===== config.mk =====
export PLATFORM = sky130hd
export DESIGN_NAME = spin_motor_ramp_ctrl
export DESIGN_NICKNAME = d
export VERILOG_FILES = /design/src/rtl/spin_motor_ramp_ctrl.sv
export SDC_FILE = /design/constraint.sdc
export NUM_CORES = 1
export LEC_CHECK = 0
export CAP_MARGIN = 15
export CORE_MARGIN = 5
export CORE_UTILIZATION = 45
export CTS_BUF_LIST = sky130_fd_sc_hd__clkbuf_8
export DETAILED_ROUTE_END_ITERATION = 8
export PLACE_DENSITY_LB_ADDON = 0.05
export SYNTH_ARGS = -nofsm -noshare
export SYNTH_HDL_FRONTEND = slang
export SYNTH_SLANG_ARGS = --single-unit

===== constraint.sdc =====
create_clock -name clk -period 8.2 [get_ports clk]
set_input_delay 1.23 -clock clk [delete_from_list [all_inputs] [get_ports clk]]
set_output_delay 1.23 -clock clk [all_outputs]
set_load 0.005 [all_outputs]

===== src/rtl/spin_motor_ramp_ctrl.sv =====
// spin_motor_ramp_ctrl
// Washer spin-cycle speed profile: ramp up to a latched target rpm and hold
// there for a number of time-base ticks. It then ramps back down to zero and
// pulses done. A stop request cuts the ramp-up or the hold short.
// Optional build macro: SPIN_BRAKE_EN. When it is defined, a stop-initiated
// ramp-down uses twice the normal step.
module spin_motor_ramp_ctrl #(
  parameter int RAMP_STEP  = 50,
  parameter int HOLD_TICKS = 8,
  parameter int MAX_RPM    = 1400
) (
  input  logic        clk,
  input  logic        reset,
  input  logic        start,
  input  logic        stop,
  input  logic        tick,
  input  logic [10:0] target_speed,
  output logic [10:0] current_rpm,
  output logic [1:0]  state_out,
  output logic        at_speed,
  output logic        busy,
  output logic        done
);

  typedef enum logic [1:0] {
    IDLE      = 2'd0,
    RAMP_UP   = 2'd1,
    HOLD      = 2'd2,
    RAMP_DOWN = 2'd3
  } state_t;

  localparam logic [10:0] MAX_C  = 11'(MAX_RPM);
  localparam logic [11:0] STEP_C = 12'(RAMP_STEP);
  localparam logic [7:0]  HOLD_C = 8'(HOLD_TICKS);

  state_t      state_reg, state_next;
  logic [10:0] rpm_reg, rpm_next;
  logic [10:0] tgt_reg, tgt_next;
  logic [7:0]  cnt_reg, cnt_next;
  logic        done_reg, done_next;
  logic [11:0] step_dn;
  logic [11:0] sum_up;
  logic [7:0]  cnt_inc;

`ifdef SPIN_BRAKE_EN
  logic brake_reg, brake_next;

  // Remember whether the current ramp-down was started by a stop request
  always_comb begin
    brake_next = brake_reg;
    if (state_reg == IDLE) begin
      brake_next = 1'b0;
    end else if ((state_reg == RAMP_UP || state_reg == HOLD) && stop) begin
      brake_next = 1'b1;
    end
  end

  // Brake flag register
  always_ff @(posedge clk or posedge reset) begin
    if (reset) begin
      brake_reg <= 1'b0;
    end else begin
      brake_reg <= brake_next;
    end
  end

  assign step_dn = brake_reg ? (STEP_C << 1) : STEP_C;
`else
  assign step_dn = STEP_C;
`endif

  // The sum is 12 bits wide so that it cannot wrap before it is clamped to the target
  assign sum_up  = {1'b0, rpm_reg} + STEP_C;
  assign cnt_inc = cnt_reg + 8'd1;

  // Next-state and datapath decisions
  always_comb begin
    state_next = state_reg;
    rpm_next   = rpm_reg;
    tgt_next   = tgt_reg;
    cnt_next   = cnt_reg;
    done_next  = 1'b0;
    case (state_reg)
      IDLE: begin
        if (start && !stop) begin
          tgt_next   = (target_speed > MAX_C) ? MAX_C : target_speed;
          state_next = RAMP_UP;
        end
      end
      RAMP_UP: begin
        if (stop) begin
          state_next = RAMP_DOWN;
        end else if (tgt_reg == 11'd0) begin
          state_next = IDLE;
          done_next  = 1'b1;
        end else if (rpm_reg == tgt_reg) begin
          state_next = HOLD;
          cnt_next   = 8'd0;
        end else if (tick) begin
          rpm_next = (sum_up > {1'b0, tgt_reg}) ? tgt_reg : sum_up[10:0];
        end
      end
      HOLD: begin
        if (stop) begin
          state_next = RAMP_DOWN;
        end else if (tick) begin
          cnt_next = cnt_inc;
          if (cnt_inc == HOLD_C) begin
            state_next = RAMP_DOWN;
          end
        end
      end
      RAMP_DOWN: begin
        if (rpm_reg == 11'd0) begin
          state_next = IDLE;
          done_next  = 1'b1;
        end else if (tick) begin
          rpm_next = ({1'b0, rpm_reg} > step_dn) ? 11'({1'b0, rpm_reg} - step_dn) : 11'd0;
        end
      end
      default: state_next = IDLE;
    endcase
  end

  // State and datapath registers; reset takes effect without waiting for clk
  always_ff @(posedge clk or posedge reset) begin
    if (reset) begin
      state_reg <= IDLE;
      rpm_reg   <= 11'd0;
      tgt_reg   <= 11'd0;
      cnt_reg   <= 8'd0;
      done_reg  <= 1'b0;
    end else begin
      state_reg <= state_next;
      rpm_reg   <= rpm_next;
      tgt_reg   <= tgt_next;
      cnt_reg   <= cnt_next;
      done_reg  <= done_next;
    end
  end

  assign current_rpm = rpm_reg;
  assign state_out   = state_reg;
  assign at_speed    = (state_reg == HOLD);
  assign busy        = (state_reg != IDLE);
  assign done        = done_reg;

endmodule


==> results of run 1 <==
how the worst max path moves through the flow:
stage,end,slack [ns]
global placement,current_rpm[0],4.81
floorplan,current_rpm[10],5.13
finish,current_rpm[3],4.69
detailed placement,current_rpm[0],4.73
CTS,current_rpm[0],4.72
global route,current_rpm[0],4.29
per-layer routing:
layer  vias up  GRT usage (%)
li1       1207              -
met1      1134           27.3
met2        75           28.0
met3        16           3.94
met4         0           6.76
met5         -              0
worst max-delay path: stages, from the launching register on:
cell and delay, ns:
dfrtp_1 0.55, a311oi_1 0.61, nor2_1 0.13, nand4_1 0.13
xnor2_1 0.10, ha_1 0.33, and3_1 0.22, o311a_1 0.21
o21ai_1 0.17, a211oi_2 0.55, a221oi_1 0.20, o2bb2ai_1 0.21
logic make-up after synthesis:
| group | synth area share [%] |
|---|---|
| AOI/OAI and AO/OA | 23.1 |
| xor gates and xnor gates | 8.10 |
| adders and majority gates | 6.75 |
| buffers and inverters | 6.70 |
| DFF | 31.8 |
| muxes | 1.59 |
| and+or+nand+nor | 21.9 |
metrics by stage:
| stage | power (mW) | utilization, % | std cells | setup slack (ns) |
|---|---|---|---|---|
| 2_1_floorplan | 0.630 | - | 319 | 5.13 |
| 3_3_place_gp | 0.760 | 52.5 | 409 | 4.81 |
| 3_5_place_dp | 0.761 | 52.5 | 409 | 4.73 |
| 4_1_cts | 0.904 | 54.3 | 417 | 4.72 |
| 5_1_grt | 0.982 | 54.3 | 417 | 4.29 |
| 6_report | 0.906 | 54.3 | 417 | 4.69 |
cell type report:
class | instances | area (um^2) | area share (%)
Multi-Input combinational cell | 251 | 1600 | 53.0
Sequential cell | 33 | 826 | 27.4
Timing Repair Buffer | 32 | 318 | 10.6
Clock buffer | 7 | 96.3 | 3.20
Tap cell | 72 | 90.1 | 2.99
Inverter | 21 | 78.8 | 2.62
Clock inverter | 1 | 5.00 | 0.166
report_power, final:
group          switching [mW]  internal (mW)  leakage [nW]
clock                  0.0634         0.0759        0.0542
sequential             0.0848          0.192         0.395
combinational           0.264          0.226         0.782
placed cells by master (no fill, tap or decap), types with 2 or more instances in the layout:
cell type	instances
a211oi_1	5
a211oi_2	2
a21o_1	2
a21oi_1	26
a22o_1	4
a22oi_1	3
a311oi_1	4
a31oi_1	3
and2_1	2
and3_1	5
clkbuf_8	7
clkdlybuf4s50_1	31
dfrtp_1	33
ha_1	14
inv_1	20
mux2i_1	3
nand2_1	22
nand2b_1	3
nand3_1	14
nand4_1	6
nor2_1	34
nor2b_1	4
nor3_1	9
nor4_1	6
o211ai_1	2
o21ai_0	24
o21ai_1	2
o22ai_1	3
o2bb2ai_1	2
o311a_1	2
or3_1	4
xnor2_1	11
xor2_1	13
==> results.cfg, run 1 <==
[worst_setup_path]
startpoint = current_rpm[3]
critPathCaptureType = flop
reg2reg_from = current_rpm[3]
start_kind = flop
cp.arrival_ns = 3.71
reg2reg_slack_ns = 4.69
rr_endpoint = current_rpm[3]
critPathMaxFanout = 14
crit_type = reg2reg
cp.required_ns = 8.40
r2r_cells = 11

[route]
routed-wl-met3_um = 433
ant_nets = 0
drt_first_pass_iters = 4
drt-wirelength-per-cell_um = 16.2
wl_met1_mm = 3.18
via_count = 2432
drcViolationCount = 0
wl_mm = 6.75
highest_layer = met4
dr_wl_met2_mm = 3.00
viasPerCell = 5.83
detail_route.iter0.violations = 198

[logic_synthesis]
synthArstFlopShare_pct = 100
ys_warn_count = 0
synth_top_area_cell = dfrtp_1
avgSynthCellArea_um2 = 8.13
synthTopCellsByCount = nor2_1, dfrtp_1, a21oi_1
synthCells = 319
syn_area_mm2 = 0.00259
ys_types = 54
yosys_most_used_dff = dfrtp_1
synth_area_leaders = dfrtp_1, ha_1, a21oi_1
ys_ff_latch = 33
yosysSeqAreaShare_pct = 31.8
synth_top_area_share_pct = 31.8
synth-edff-count = 0
syn_nets = 349
yosysMostFrequentCell = nor2_1

[clocking]
cts_sinks = 33
clock_latency_ns = 0.29
cts_tree = done
cts_buffer_depth = 2
cts_max_level = 2
cts_resized = 0
cts_root_buffer = clkbuf_8
clkSlewWorstSetupHoldPaths_ns = 0.07
cts_inserted_buffers = 5
cts_hold_buf = 0
post_cts_buffers = 0

[floorplanning]
die_h_um = 85.9
die_w_um = 85.9
coreArea_mm2 = 0.00554
core.rowCount = 27
io_pins = 32
die-area_mm2 = 0.00739
floorplan.initialDensity_pct = 46.8

[timing]
setup-violations-final = 0
slew_headroom_pct = 27.0
min_period_over_period_pct = 42.8
min_period_ns = 3.51
hold_viol = 0
fin_hold_ws_ns = 0.526
fin_skew_ns = 0.00775
drv_slew = 0
fmax_ghz = 0.285
worst_slew_pin_slew_ns = 1.09
rsz0062_at_grt = false
tns_ns = 0

[layout]
area_delta_synth_final_pct = 16.0
antennaDiodeCount = 0
fill_cells = 549
stdcell_area_mm2 = 0.00301
final_nets = 374
drive_above_1_share_pct = 4.64

[power]
leakage_nw = 1.23
p_per_area_mw_per_mm2 = 301
peakVddDrop_mv = 0.129

[grt]
grt_overflow = 0
grt_pass1_vias = 2258
grt_usage_pct = 19.0
grt_pass1_wl_mm = 11.2
antenna_found_initial = 0
grt_max_degree = 34

[hold_path]
hold_path.class = reg2reg
min_to = cnt_reg[7]
hold_depth = 1
min_from = cnt_reg[7]

[placed_design]
routabilityCongestion = 0.875
port_buffers = 31
dp_hpwl_mm = 5.23
dpl-instance-area_mm2 = 0.00291

[job]
drv_cap = 0

[outcome]
outcome = completed
Power figures use the tool's default switching activity.
==> inputs of run 2 (changes only) <==
==> constraint.sdc (replaced) <==
create_clock -name clk -period 3.1 [get_ports clk]
set_input_delay 0.465 -clock clk [delete_from_list [all_inputs] [get_ports clk]]
set_output_delay 0.465 -clock clk [all_outputs]
set_load 0.005 [all_outputs]
==> results.cfg, run 2 (synthesized netlist as in run 1, its figures left out) <==
[outcome]
outcome = completed

[layout]
fill_cells = 536
layout_commonest_cell = nor2_1
stdcell_area_mm2 = 0.00318
layout_common_cells = nor2_1, dfrtp_1, clkdlybuf4s50_1, a21oi_1, o21ai_0
area_delta_synth_final_pct = 22.6
final_nets = 389
finalNonFillerCells = 432
final_util_pct = 57.4
antennaDiodeCount = 0
drive_above_1_share_pct = 10.0

[power]
comb_power_share_pct = 60.3
leakage_nw = 1.32
p_sw_mw = 1.17
switching_share_pct = 43.9
p_clk_share_pct = 16.1
p_per_area_mw_per_mm2 = 838
power_mw = 2.67
peakVddDrop_mv = 0.454
power_frac_seq_pct = 23.6
p_int_mw = 1.50

[job]
drv_cap = 0

[grt]
grt_most_used_layer = met2
grt_max_degree = 34
grt_overflow = 0
grt_pass1_vias = 2360
grt_pass1_wl_mm = 11.7
grt_usage_pct = 19.8
antenna_found_initial = 0
grtUsageMet2_pct = 30.4
met3_usage_pct = 3.17
met1_usage_pct = 28.0

[clocking]
cts_buffer_depth = 2
clkSlewWorstSetupHoldPaths_ns = 0.08
cts_tree = done
post_cts_buffers = 0
cts_inserted_buffers = 5
clock_latency_ns = 0.29
cts_sinks = 33
cts_root_buffer = clkbuf_8
cts_max_level = 2

[worst_setup_path]
start_kind = flop
path_delay_family = compound AO/OA/AOI/OAI gates
reg2reg_slack_ns = 0.10
max_stage_delay_ns = 0.60
critPathMaxFanout = 6
crit_chain = ha_1 > a21oi_2 > nand2b_1 > nand4_1 > xnor2_1 > ha_1 > and3_1 > a2111oi_2 > a22oi_2 > nand3_1 > mux2_1
crit_top_cell = ha_1
r2r_cells = 11
worst-path-buf-inv = 0
crit_type = reg2reg
rr_endpoint = current_rpm[0]
cp.arrival_ns = 3.17
reg2reg_from = current_rpm[1]
cp.required_ns = 3.27
cp_slowest_cell = a2111oi_2
critPathCaptureType = flop

[route]
drt_first_pass_iters = 5
ant_nets = 0
wl_mm = 7.14
drcViolationCount = 0
via_count = 2494
detail_route.iter0.violations = 239
viasPerCell = 5.77
drt-wirelength-per-cell_um = 16.5

[hold_path]
min_from = cnt_reg[7]
hold_depth = 1
min_to = cnt_reg[7]
hold_path.class = reg2reg

[timing]
fmax_ghz = 0.333
setup_ws_ns = 0.100
tns_ns = 0
setup-violations-final = 0
fin_skew_ns = 0.00847
min_period_over_period_pct = 96.8
slew_headroom_pct = 62.9
hold_viol = 0
min_period_ns = 3.00
drv_slew = 0
worst_slew_pin_slew_ns = 0.555
fin_hold_ws_ns = 0.507

[floorplanning]
floorplan.initialDensity_pct = 46.8
die_h_um = 85.9
die_w_um = 85.9
coreArea_mm2 = 0.00554
io_pins = 32
die-area_mm2 = 0.00739
core.rowCount = 27

[placed_design]
port_buffers = 31
dp_slack_ns = -0.0231
dp_cells = 424
routabilityCongestion = 0.922
dpl-instance-area_mm2 = 0.00302
dp_hpwl_mm = 5.50
-- run 2: worst max path at each step --
stage,from,to,slack [ns],depth (start not counted)
floorplan,current_rpm[1],current_rpm[10],0.03,13
global placement,current_rpm[1],current_rpm[0],0.04,12
detailed placement,current_rpm[1],current_rpm[0],-0.02,12
CTS,current_rpm[1],current_rpm[0],0.03,12
global route,current_rpm[1],current_rpm[1],-0.12,12
finish,current_rpm[1],current_rpm[0],0.10,11
-- run 2: cell type report --
| class | instances | area (um^2) | share of cell area [%] |
|---|---|---|---|
| clock inverter | 2 | 37.5 | 1.18 |
| multi-input combinational | 251 | 1640 | 51.4 |
| inverter | 21 | 78.8 | 2.48 |
| timing repair buffer | 47 | 430 | 13.5 |
| tap | 72 | 90.1 | 2.83 |
| sequential | 33 | 826 | 26.0 |
| clock buffer | 6 | 82.6 | 2.60 |
-- run 2: routing by layer --
metal,up-vias,part of all wire [%]
li1,1236,-
met5,-,0
met1,1161,46
met4,0,2.0
met2,84,46
met3,13,6.0
-- run 2: power groups by stage --
stage | combinational (mW) | clock (mW) | sequential [mW]
global placement | 1.53 | 0 | 0.637
detailed placement | 1.54 | 0 | 0.635
finish | 1.61 | 0.429 | 0.630
floorplan | 1.08 | 0 | 0.584
CTS | 1.55 | 0.440 | 0.626
global route | 1.76 | 0.460 | 0.643
-- run 2: what timing repair did --
action,CTS,global route
pin swaps,0,1
hold buffers,0,0
resized for setup,1,8
endpoints found under the setup margin,1,10
